`config.mk`:
```
export PLATFORM = sky130hd
export DESIGN_NAME = edge_filter_fsm_flat
export DESIGN_NICKNAME = d
export VERILOG_FILES = /design/src/rtl/edge_filter_fsm_if.sv /design/src/rtl/edge_filter_fsm.sv /design/src/flat_wrapper.sv
export SDC_FILE = /design/constraint.sdc
export NUM_CORES = 1
export LEC_CHECK = 0
export CORE_MARGIN = 2
export CORE_UTILIZATION = 53
export DETAILED_ROUTE_END_ITERATION = 6
export PLACE_DENSITY = 0.77
export REMOVE_ABC_BUFFERS = 1
export SLEW_MARGIN = 40
export SYNTH_ARGS = -nofsm -noshare
export SYNTH_HDL_FRONTEND = slang
export SYNTH_SLANG_ARGS = --single-unit
```
`constraint.sdc`:
```
create_clock -name clk -period 2.6 [get_ports clk]
set_input_delay 0.52 -clock clk [delete_from_list [all_inputs] [get_ports clk]]
set_output_delay 0.52 -clock clk [all_outputs]
set_load 0.05 [all_outputs]
```
`src/rtl/edge_filter_fsm_if.sv`:
```
// Event-detector bus: enable, filter length and raw inputs in; filtered level and pulses out.
// Master is the event source/consumer side; slave is the filter.
interface edge_filter_fsm_if #(
  parameter int NCH    = 4,
  parameter int FILT_W = 4
);
  logic              en;
  logic [FILT_W-1:0] filt_len;
  logic [NCH-1:0]    din;
  logic [NCH-1:0]    level;
  logic [NCH-1:0]    rise;
  logic [NCH-1:0]    fall;
  logic [NCH-1:0]    glitch;

  modport master (
    output en, filt_len, din,
    input  level, rise, fall, glitch
  );

  modport slave (
    input  en, filt_len, din,
    output level, rise, fall, glitch
  );
endinterface

```
`src/rtl/edge_filter_fsm.sv`:
```
// Per-channel glitch filter: a level is accepted after filt_len+1 equal samples, then a registered
// one-cycle rise/fall pulse is emitted (glitch on abort); no backpressure, outputs are free-running.
module edge_filter_fsm #(
  parameter int NCH    = 4,
  parameter int FILT_W = 4
) (
  input  logic               clk,
  input  logic               rst_n,
  edge_filter_fsm_if.slave   bus
);

  typedef enum logic [1:0] {
    IDLE   = 2'd0,
    ARM_HI = 2'd1,
    RUN    = 2'd2,
    ARM_LO = 2'd3
  } state_e;

  state_e            state_q [NCH];
  state_e            state_d [NCH];
  logic [FILT_W-1:0] cnt_q   [NCH];
  logic [FILT_W-1:0] cnt_d   [NCH];

  logic [NCH-1:0] level_q, rise_q, fall_q, glitch_q;
  logic [NCH-1:0] level_d, rise_d, fall_d, glitch_d;

  logic f_zero;
  assign f_zero = (bus.filt_len == '0);

  always_comb begin
    for (int i = 0; i < NCH; i++) begin
      state_d[i] = state_q[i];
      cnt_d[i]   = cnt_q[i];
      if (!bus.en) begin
        state_d[i] = IDLE;
        cnt_d[i]   = '0;
      end else begin
        // cnt >= F (not ==) so a lowered filt_len completes a pending transition at once
        case (state_q[i])
          IDLE: begin
            if (bus.din[i]) begin
              if (f_zero) begin
                state_d[i] = RUN;
              end else begin
                state_d[i] = ARM_HI;
                cnt_d[i]   = {{(FILT_W-1){1'b0}}, 1'b1};
              end
            end
          end
          ARM_HI: begin
            if (!bus.din[i])                  state_d[i] = IDLE;
            else if (cnt_q[i] >= bus.filt_len) state_d[i] = RUN;
            else                              cnt_d[i]   = cnt_q[i] + 1'b1;
          end
          RUN: begin
            if (!bus.din[i]) begin
              if (f_zero) begin
                state_d[i] = IDLE;
              end else begin
                state_d[i] = ARM_LO;
                cnt_d[i]   = {{(FILT_W-1){1'b0}}, 1'b1};
              end
            end
          end
          ARM_LO: begin
            if (bus.din[i])                   state_d[i] = RUN;
            else if (cnt_q[i] >= bus.filt_len) state_d[i] = IDLE;
            else                              cnt_d[i]   = cnt_q[i] + 1'b1;
          end
          default: state_d[i] = IDLE;
        endcase
      end
    end
  end

  // Pulses are gated by en so a forced return to IDLE never reports a fall
  always_comb begin
    level_d  = '0;
    rise_d   = '0;
    fall_d   = '0;
    glitch_d = '0;
    for (int i = 0; i < NCH; i++) begin
      level_d[i]  = (state_d[i] == RUN) || (state_d[i] == ARM_LO);
      rise_d[i]   = bus.en && (state_d[i] == RUN) &&
                    (state_q[i] == IDLE || state_q[i] == ARM_HI);
      fall_d[i]   = bus.en && (state_d[i] == IDLE) &&
                    (state_q[i] == RUN || state_q[i] == ARM_LO);
      glitch_d[i] = bus.en &&
                    (((state_q[i] == ARM_HI) && (state_d[i] == IDLE)) ||
                     ((state_q[i] == ARM_LO) && (state_d[i] == RUN)));
    end
  end

  always_ff @(posedge clk or negedge rst_n) begin
    if (!rst_n) begin
      for (int i = 0; i < NCH; i++) begin
        state_q[i] <= IDLE;
        cnt_q[i]   <= '0;
      end
      level_q  <= '0;
      rise_q   <= '0;
      fall_q   <= '0;
      glitch_q <= '0;
    end else begin
      for (int i = 0; i < NCH; i++) begin
        state_q[i] <= state_d[i];
        cnt_q[i]   <= cnt_d[i];
      end
      level_q  <= level_d;
      rise_q   <= rise_d;
      fall_q   <= fall_d;
      glitch_q <= glitch_d;
    end
  end

  assign bus.level  = level_q;
  assign bus.rise   = rise_q;
  assign bus.fall   = fall_q;
  assign bus.glitch = glitch_q;

`ifndef SYNTHESIS
  logic [47:0] state_name_unused [NCH];
  always_comb begin
    for (int i = 0; i < NCH; i++) begin
      case (state_q[i])
        IDLE:    state_name_unused[i] = "IDLE  ";
        ARM_HI:  state_name_unused[i] = "ARM_HI";
        RUN:     state_name_unused[i] = "RUN   ";
        ARM_LO:  state_name_unused[i] = "ARM_LO";
        default: state_name_unused[i] = "??????";
      endcase
    end
  end
`endif

endmodule

```
`src/flat_wrapper.sv`:
```
// flat-port wrapper written by rule: the top's interface ports become plain ports
module edge_filter_fsm_flat 
#(
  parameter int NCH    = 4,
  parameter int FILT_W = 4
)
  (clk, rst_n, bus_en, bus_filt_len, bus_din, bus_level, bus_rise, bus_fall, bus_glitch);
  edge_filter_fsm_if #(.NCH(NCH), .FILT_W(FILT_W)) bus_i ();
  input  logic clk;
  input  logic rst_n;
  input wire logic [$bits(bus_i.en)-1:0] bus_en;
  input wire logic [$bits(bus_i.filt_len)-1:0] bus_filt_len;
  input wire logic [$bits(bus_i.din)-1:0] bus_din;
  output wire logic [$bits(bus_i.level)-1:0] bus_level;
  output wire logic [$bits(bus_i.rise)-1:0] bus_rise;
  output wire logic [$bits(bus_i.fall)-1:0] bus_fall;
  output wire logic [$bits(bus_i.glitch)-1:0] bus_glitch;
  assign bus_i.en = bus_en;
  assign bus_i.filt_len = bus_filt_len;
  assign bus_i.din = bus_din;
  assign bus_level = bus_i.level;
  assign bus_rise = bus_i.rise;
  assign bus_fall = bus_i.fall;
  assign bus_glitch = bus_i.glitch;
  edge_filter_fsm #(.NCH(NCH), .FILT_W(FILT_W)) u_core (.clk(clk), .rst_n(rst_n), .bus(bus_i));
endmodule
```
# Yosys cells after proc, flatten, opt, wreduce, memory -nomap -nowiden
# Cells that the tools add are included.
word_totals:
  output_inout_bits: 16
  in_bits: 11
  latchBits: 0
  mem_count: 0
  regBits: 40
  ramBits: 0
  word_cells: 179
  rom_bits: 0
classes:
  n_lt_le_gt_ge: 4
  bitwise_logic: 0
  addsub: 4
  shift: 0
  n_reduce_logical: 57
  n_eq_ne: 36
  muxes: 66
  n_mul: 0
  div: 0
ops:
  columns: ["op", "count"]
  rows:
  - ["4-bit two-way mux", 28]
  - ["4-bit one-hot mux with 4 select lines", 4]
  - ["2-bit two-way mux", 30]
  - ["3-bit != test, second input constant", 16]
  - ["2-bit equality test, second input constant", 16]
  - ["2-bit one-hot mux with 4 select lines", 4]
  - ["1-bit logical AND", 28]
  - ["4-bit by 1-bit adder with 4-bit output, second input constant", 4]
  - ["4-bit greater-or-equal comparator", 4]
  - ["2-bit logical NOT", 8]
  - ["1-bit logical OR", 16]
  - ["4-bit AND reduction", 4]
  - ["2-bit by 1-bit equality test with 1-bit output, second input constant", 4]
  - ["4-bit logical NOT", 1]

# Longest topological paths before layout
# Gate-level depths: netlist of the first run.
depth:
  word_depth: 9
  ltp_mapped: 7
  mapped_depth_nobuf: 7

# Worst setup path after synthesis of the first run
# No wires, ideal clock.
synth_path:
  path_kind: "input port to flip-flop"
  from: "input port bus_filt_len[2]"
  to: "register u_core.cnt_q[7] (netlist name)"
  required_ps: 2522
  path_slack_ps: 542
  setup_time_ps: 78
  path_buffers: 0
  arrival_ps: 1981
  cell_stages: 7
  path_cell_list: "inv_1 -> ha_1 -> or4b_1 -> a21oi_2 -> o21ai_1 -> or3_1 -> a21oi_1"
synth_between:
  elab_chain_len: 5
synth_lines:
  columns: ["element", "line_no", "rtl"]
  rows:
  - ["start, declared", "flat_wrapper.sv:12", "input wire logic [$bits(bus_i.filt_len)-1:0] bus_filt_len;"]
  - ["4-bit greater-or-equal comparator / 4-bit logical NOT (equally long branches)", "edge_filter_fsm.sv:52, edge_filter_fsm.sv:67, edge_filter_fsm.sv:28", null]
  - ["4-bit two-way mux", null, null]
  - ["4-bit two-way mux (on tied branches)", null, null]
  - ["4-bit one-hot mux with 4 select lines *", null, null]
  - ["4-bit two-way mux *", null, null]
  - ["end signal, assigned by index", "edge_filter_fsm.sv:107", "cnt_q[i] <= cnt_d[i];"]
  - ["end, declared", "edge_filter_fsm.sv:21", "logic [FILT_W-1:0] cnt_q [NCH];"]
# Every way passes the cells marked *; elsewhere a longest branch is shown, timed or not. The select of a mux whose other input is x is not followed.
# A chain may end at the register's enable or synchronous reset.

# Worst setup path after layout of the first run
layout_path:
  from: "input port bus_filt_len[2]"
  to: "register u_core.cnt_q[5] (netlist name)"
# Same word-level chain as after synthesis.

==> flow_summary.json, run 1 <==
{
  "grt_setup_unrepaired": "no",
  "synth_largest_type_area_fraction_pct": 45.8,
  "via_per_inst": 5.49,
  "finalSetupViolCount": 0,
  "yosys_warnings": 0,
  "num-nets-final": 282,
  "firstDrtPassIters": 4,
  "maxSlewViolCount": 0,
  "share_of_the_core_filled_with_cells_pct": 65.8,
  "post_cts.repair.setup_buffers": 0,
  "initial_utilization_pct": 54.1,
  "std_cell_core_area_um2": 3940,
  "detailed_route_wire_length_um": 4130,
  "resized_cells_post_cts": 0,
  "die_outline_area_um2": 4550,
  "count_of_flip_flops_with_a_built_in_enable_after_synthesis": 0,
  "cts_htree_levels": 2,
  "critPathKind": "primary input to register",
  "post-layout-total-power_w": 0.00124,
  "critPathMaxFanout": 4,
  "synth_top_flop_cell": "sky130_fd_sc_hd__dfrtp_1",
  "worst_slew_pin_slew_ps": 493,
  "cts-hold-fix-buffers": 0,
  "period_minus_slack_ps": 2410,
  "synth_top_cell_by_area": "sky130_fd_sc_hd__dfrtp_1",
  "insertion_delay_ps": 280,
  "ir_worst_vdd_mv": 0.366,
  "synthesis.area_per_instance_um2": 10.1,
  "headroom_to_the_max_slew_limit_pct": 66.9,
  "worst_ep_required_time_ps": 2810,
  "netlist_instances": 211,
  "number_of_library_cell_types_mapped_by_synthesis": 42,
  "worstSetupEndpointType": "register",
  "hold_path_class": "primary input to asynchronous set/reset pin",
  "synth_area_um2": 2130,
  "detailroute.via_count": 1648,
  "drv_cap": 0,
  "io_buffer_count": 26,
  "leakage_nw": 1.20,
  "setup.worst_path.start_class": "primary input",
  "timing.critical_path.arrival_ps": 2620,
  "layout-area-overhead-vs-synth_pct": 21.6,
  "grt_first_pass_wirelength_um": 7060,
  "clock_sinks": 39,
  "clockBufferDepth": 2,
  "ioPinCount": 27,
  "post-route-period-util_pct": 92.8,
  "die_w_um": 67.4,
  "cts_inserted_buffers": 5,
  "finalHoldViolCount": 0,
  "post_route_cells_drive_above_1_share_pct": 9.60,
  "detailedRoute.firstIterationViolations": 90,
  "first_global_vias": 1570,
  "cts.clk_slew.worst_paths_ps": 70,
  "die_h_um": 67.4,
  "synth.area.top_cells": "sky130_fd_sc_hd__dfrtp_1 (46%), sky130_fd_sc_hd__ha_1 (12%), sky130_fd_sc_hd__mux2i_1 (4.7%)",
  "overflow": 0,
  "yosysMostFrequentCell": "sky130_fd_sc_hd__dfrtp_1",
  "power_density_over_cell_area_nw_per_um2": 477,
  "ys_seq_area_share_pct": 45.8,
  "gp_congestion": 0.819,
  "drc": 0,
  "fp-row-count": 23,
  "post_drt_wl_per_cell_um": 13.8,
  "postSynth.asyncResetShare_pct": 100,
  "globalRouteTotalUtil_pct": 20.9,
  "status": "finished clean",
  "tritoncts": "done",
  "grt_max_degree": 40,
  "antenna_found_initial": 0,
  "detailedPlacementHpwl_um": 2920,
  "n_antenna_cell": 0,
  "finClkSkew_ps": 1.24,
  "ys_seq_elements": 39,
  "clock.fmax_mhz": 414,
  "synth.top_cells.by_count": "sky130_fd_sc_hd__dfrtp_1 (39), sky130_fd_sc_hd__nand2_1 (21), sky130_fd_sc_hd__ha_1 (20)",
  "postRouteAntennaNets": 0,
  "cts_root_buffer": "sky130_fd_sc_hd__clkbuf_8"
}
[worst max-delay path, cell delays in order]
cell,delay (ps)
sky130_fd_sc_hd__clkdlybuf4s50_1,500
sky130_fd_sc_hd__inv_1,80
sky130_fd_sc_hd__ha_1,210
sky130_fd_sc_hd__or4b_1,530
sky130_fd_sc_hd__a21oi_2,160
sky130_fd_sc_hd__nor3_1,60
sky130_fd_sc_hd__buf_4,140
sky130_fd_sc_hd__nor2_1,190
sky130_fd_sc_hd__mux2i_1,230
[per-layer routing]
metal	up-vias	track usage, %	wire length, um
met5	-	0	0
met4	0	7.65	72
met3	7	5.67	172
met2	30	32.7	1950
met1	782	28.0	1930
li1	829	-	-
[worst paths after layout]
check                           slack, ps  cells past startpoint            endpoint               from
worst min register to register        500                      1  u_core.bus.rise[0]  u_core.state_q[7]
min in group clk                      500                      1  u_core.bus.rise[0]  u_core.state_q[7]
max in group asynchronous            2060                      1     u_core.cnt_q[2]              rst_n
worst max register to register        570                      7     u_core.cnt_q[5]    u_core.cnt_q[6]
worst min-delay path                  190                      1   u_core.state_q[4]              rst_n
worst max-delay path                  190                      9     u_core.cnt_q[5]    bus_filt_len[2]
[registers in the layout (all words and copies together) (netlist names)]
| signal | count |
|---|---|
| u_core.state_q | 8 |
| u_core.bus.fall | 4 |
| u_core.cnt_q | 16 |
| u_core.bus.rise | 4 |
| u_core.bus.glitch | 4 |
| u_core.bus.level | 3 |
[through the flow]
stage / std cells / TNS, ps / area (um^2) / setup slack (ps) / hold slack (ps)
after floorplan: 206 / 0 / 2110 / 542 / 224
after global placement: 294 / -33.3 / 2520 / -16.8 / 481
after detailed placement: 294 / -279 / 2520 / -130 / 489
after CTS: 300 / 0 / 2590 / 180 / 211
after global routing: 300 / 0 / 2590 / 43.9 / 233
final: 300 / 0 / 2590 / 187 / 194
[final cells by class]
class	instances	area, um^2
clock buffer	6	72.6
inverter	13	48.8
timing repair buffer	38	348
sequential	39	976
fill	334	1350
tap	50	62.6
multi-input combinational	154	1080
[report_power, final]
| group | total (W) | switching [W] | internal, W |
|---|---|---|---|
| clock network | 0.000368 | 0.000190 | 0.000179 |
| logic | 0.000213 | 0.000122 | 0.0000918 |
| registers | 0.000654 | 0.0000256 | 0.000628 |
| total | 0.00124 | 0.000337 | 0.000899 |
[layout by cell type, fill, tap and decap left out, types with 2 or more instances in the layout]
master	count
sky130_fd_sc_hd__a21o_1	2
sky130_fd_sc_hd__a21oi_1	7
sky130_fd_sc_hd__a31oi_1	4
sky130_fd_sc_hd__buf_4	13
sky130_fd_sc_hd__clkbuf_8	5
sky130_fd_sc_hd__clkdlybuf4s50_1	25
sky130_fd_sc_hd__dfrtp_1	39
sky130_fd_sc_hd__ha_1	20
sky130_fd_sc_hd__inv_1	12
sky130_fd_sc_hd__mux2i_1	10
sky130_fd_sc_hd__nand2_1	21
sky130_fd_sc_hd__nand2b_1	3
sky130_fd_sc_hd__nand3_1	8
sky130_fd_sc_hd__nand4_1	2
sky130_fd_sc_hd__nor2_1	16
sky130_fd_sc_hd__nor2b_1	3
sky130_fd_sc_hd__nor3_1	6
sky130_fd_sc_hd__nor3b_1	9
sky130_fd_sc_hd__o211a_1	2
sky130_fd_sc_hd__o21a_1	2
sky130_fd_sc_hd__o21ai_0	8
sky130_fd_sc_hd__o21ai_1	3
sky130_fd_sc_hd__o311a_1	2
sky130_fd_sc_hd__or3_1	2
sky130_fd_sc_hd__xnor2_1	4
sky130_fd_sc_hd__xor2_1	4
[kinds of logic (layout without fill, tap and decap cells)]
group | Yosys count | after routing | share of synthesized area [%]
compound gates | 39 | 39 | 12.1
mux | 11 | 11 | 5.22
simple gates | 76 | 76 | 18.5
xor+xnor | 8 | 8 | 3.29
flops | 39 | 39 | 45.8
fa+ha+maj | 20 | 20 | 11.7
buf+inv | 18 | 57 | 3.34
No activity file was read; power rests on OpenSTA's default activity.
==> run 2, diff against run 1 <==
- CORE_UTILIZATION: 53 -> 50
- PLACE_DENSITY: 0.77 -> 0.73
- clock period: 2.6 -> 2.25 ns (I/O delays scaled with it)
==> run 2 against run 1 <==
Against the previous run: power rose by 29%; die area grew 5.6%; global-route usage fell by 2.0 points; clock-buffer cell count down 1; non-clock buffer count increased by 6; cell area rose by 4.9%; final cell count grew 2.7%; largest power group unchanged.
==> flow_summary.json, run 2 (synthesized netlist as in run 1, its figures left out) <==
{
  "status": "finished clean",
  "setup.worst_path.start_class": "primary input",
  "detailedPlacementHpwl_um": 3050,
  "placedInstanceArea_um2": 2570,
  "worstSetupEndpointType": "register",
  "detailedRoute.firstIterationViolations": 62,
  "drc": 0,
  "die_h_um": 69.3,
  "die_outline_area_um2": 4800,
  "cts_root_buffer": "sky130_fd_sc_hd__clkbuf_8",
  "critPathKind": "primary input to register",
  "grt_max_degree": 19,
  "drv_cap": 0,
  "num-nets-final": 288,
  "detailroute.via_count": 1642,
  "overflow": 0,
  "antenna_found_initial": 0,
  "finalHoldViolCount": 0,
  "first_global_vias": 1689,
  "globalRouteTotalUtil_pct": 19.0,
  "initial_utilization_pct": 52.5,
  "postRouteAntennaNets": 0,
  "die_w_um": 69.3,
  "power.share.clock_pct": 36.2,
  "critPathMaxFanout": 3,
  "netSwitchingFraction_pct": 26.5,
  "cellInternalPower_w": 0.00117,
  "finClkSkew_ps": 2.50,
  "std_cell_core_area_um2": 4060,
  "placed_instances": 300,
  "insertion_delay_ps": 300,
  "post_drt_wl_per_cell_um": 13.2,
  "post_route_cells_drive_above_1_share_pct": 15.5,
  "post-route-period-util_pct": 94.6,
  "rr_worst_depth": 6,
  "largest_register_ff_count": 16,
  "final_design_area_no_fill_um2": 2720,
  "r2r_end": "u_core.cnt_q[7]",
  "cp_slowest_cell": "sky130_fd_sc_hd__or4b_4",
  "worst_path_largest_cell_delay_ps": 520,
  "worst_ep_required_time_ps": 2470,
  "period_minus_slack_ps": 2130,
  "ioPinCount": 27,
  "firstDrtPassIters": 4,
  "layout-area-overhead-vs-synth_pct": 27.5,
  "area.sequential_um2": 976,
  "clock.fmax_mhz": 470,
  "finalSetupViolCount": 0,
  "final_common_cell": "sky130_fd_sc_hd__dfrtp_1",
  "cts_htree_levels": 2,
  "ir_worst_vdd_mv": 0.380,
  "clockBufferDepth": 2,
  "cts.clk_slew.worst_paths_ps": 70,
  "power_frac_seq_pct": 47.4,
  "comb_power_share_pct": 16.4,
  "timing.hold.ws_ps": 63.3,
  "gp_congestion": 0.843,
  "fillCellCount": 328,
  "grt_first_pass_wirelength_um": 7380,
  "multiInputGateArea_um2": 1110,
  "headroom_to_the_max_slew_limit_pct": 66.7,
  "reg2reg_from": "u_core.cnt_q[6]",
  "fin_cells": 308,
  "fp-row-count": 23,
  "share_of_the_core_filled_with_cells_pct": 67.0,
  "p_sw_w": 0.000423,
  "io_buffer_count": 26,
  "via_per_inst": 5.33,
  "largest_register": "u_core.cnt_q",
  "post_cts.repair.setup_buffers": 0,
  "crit_path_cell_trace": "clkdlybuf4s50_1, inv_1, ha_2, or4b_4, a21oi_4, o21ai_2, or3_1, a21oi_1",
  "hold_path_class": "primary input to asynchronous set/reset pin",
  "power_density_over_cell_area_nw_per_um2": 587,
  "ff2ff_setup_slack_ps": 340,
  "timing.critical_path.arrival_ps": 2350,
  "clock_sinks": 39,
  "most_frequent_cells_in_the_layout": "sky130_fd_sc_hd__dfrtp_1 (39), sky130_fd_sc_hd__clkdlybuf4s50_1 (24), sky130_fd_sc_hd__nand2_1 (21)",
  "cts_inserted_buffers": 5,
  "detailed_route_wire_length_um": 4060,
  "worst_slew_pin_slew_ps": 497,
  "n_antenna_cell": 0,
  "tritoncts": "done",
  "leakage_nw": 1.27,
  "reg_top3": "u_core.cnt_q: 16 flops, u_core.state_q: 8 flops",
  "maxSlewViolCount": 0
}
==> run 2: metrics by stage <==
step / total power (W) / setup TNS [ps] / setup WS [ps]
final: 0.00160 / 0 / 121
after global routing: 0.00169 / -3.46 / -3.46
after CTS: 0.00161 / 0 / 0.881
after detailed placement: 0.00102 / -5680 / -325
after global placement: 0.00102 / -5190 / -288
after floorplan: 0.000907 / 0 / 262
==> run 2: routing by layer <==
metal,vias up,global-route usage (%),wire length (um)
li1,848,-,-
met1,773,24.5,1920
met2,17,31.4,1980
met3,4,5.23,120
met4,0,5.23,41
met5,-,0,0
==> run 2: repair_timing <==
action / CTS / global route
pin swaps: 0 / 3
hold buffers: 0 / 0
endpoints found under the setup margin: 1 / 15
resized for setup: 1 / 8
==> run 2: final cells by class <==
cell class / instances / area share, %
sequential: 39 / 35.9
tap: 50 / 2.30
clock buffer: 5 / 2.53
clock inverter: 3 / 1.61
inverter: 13 / 1.79
multi-input combinational: 154 / 41.0
timing repair buffer: 44 / 14.9
==> run 2: worst max path at each step <==
stage                          from               to  depth (start not counted)
global route        bus_filt_len[3]  u_core.cnt_q[7]                          8
global placement    bus_filt_len[2]  u_core.cnt_q[7]                          8
detailed placement  bus_filt_len[2]  u_core.cnt_q[7]                          8
floorplan           bus_filt_len[2]  u_core.cnt_q[7]                          7
CTS                 bus_filt_len[2]  u_core.cnt_q[7]                          8
finish              bus_filt_len[3]  u_core.cnt_q[7]                          8
==> run 2: critical path: cells and delay by family <==
kind	cells	cell delay, ps
AND/OR/NAND/NOR	2	830
buffers and inverters	2	530
AO/OA/AOI/OAI	3	360
adder cells (fa/ha/maj)	1	180
==> run 2: power groups by stage <==
stage / Combinational [W] / Clock [W] / Sequential [W]
2_1_floorplan: 0.000120 / 0 / 0.000787
3_3_place_gp: 0.000250 / 0 / 0.000768
3_5_place_dp: 0.000253 / 0 / 0.000769
4_1_cts: 0.000256 / 0.000596 / 0.000755
5_1_grt: 0.000299 / 0.000628 / 0.000760
6_report: 0.000262 / 0.000577 / 0.000756
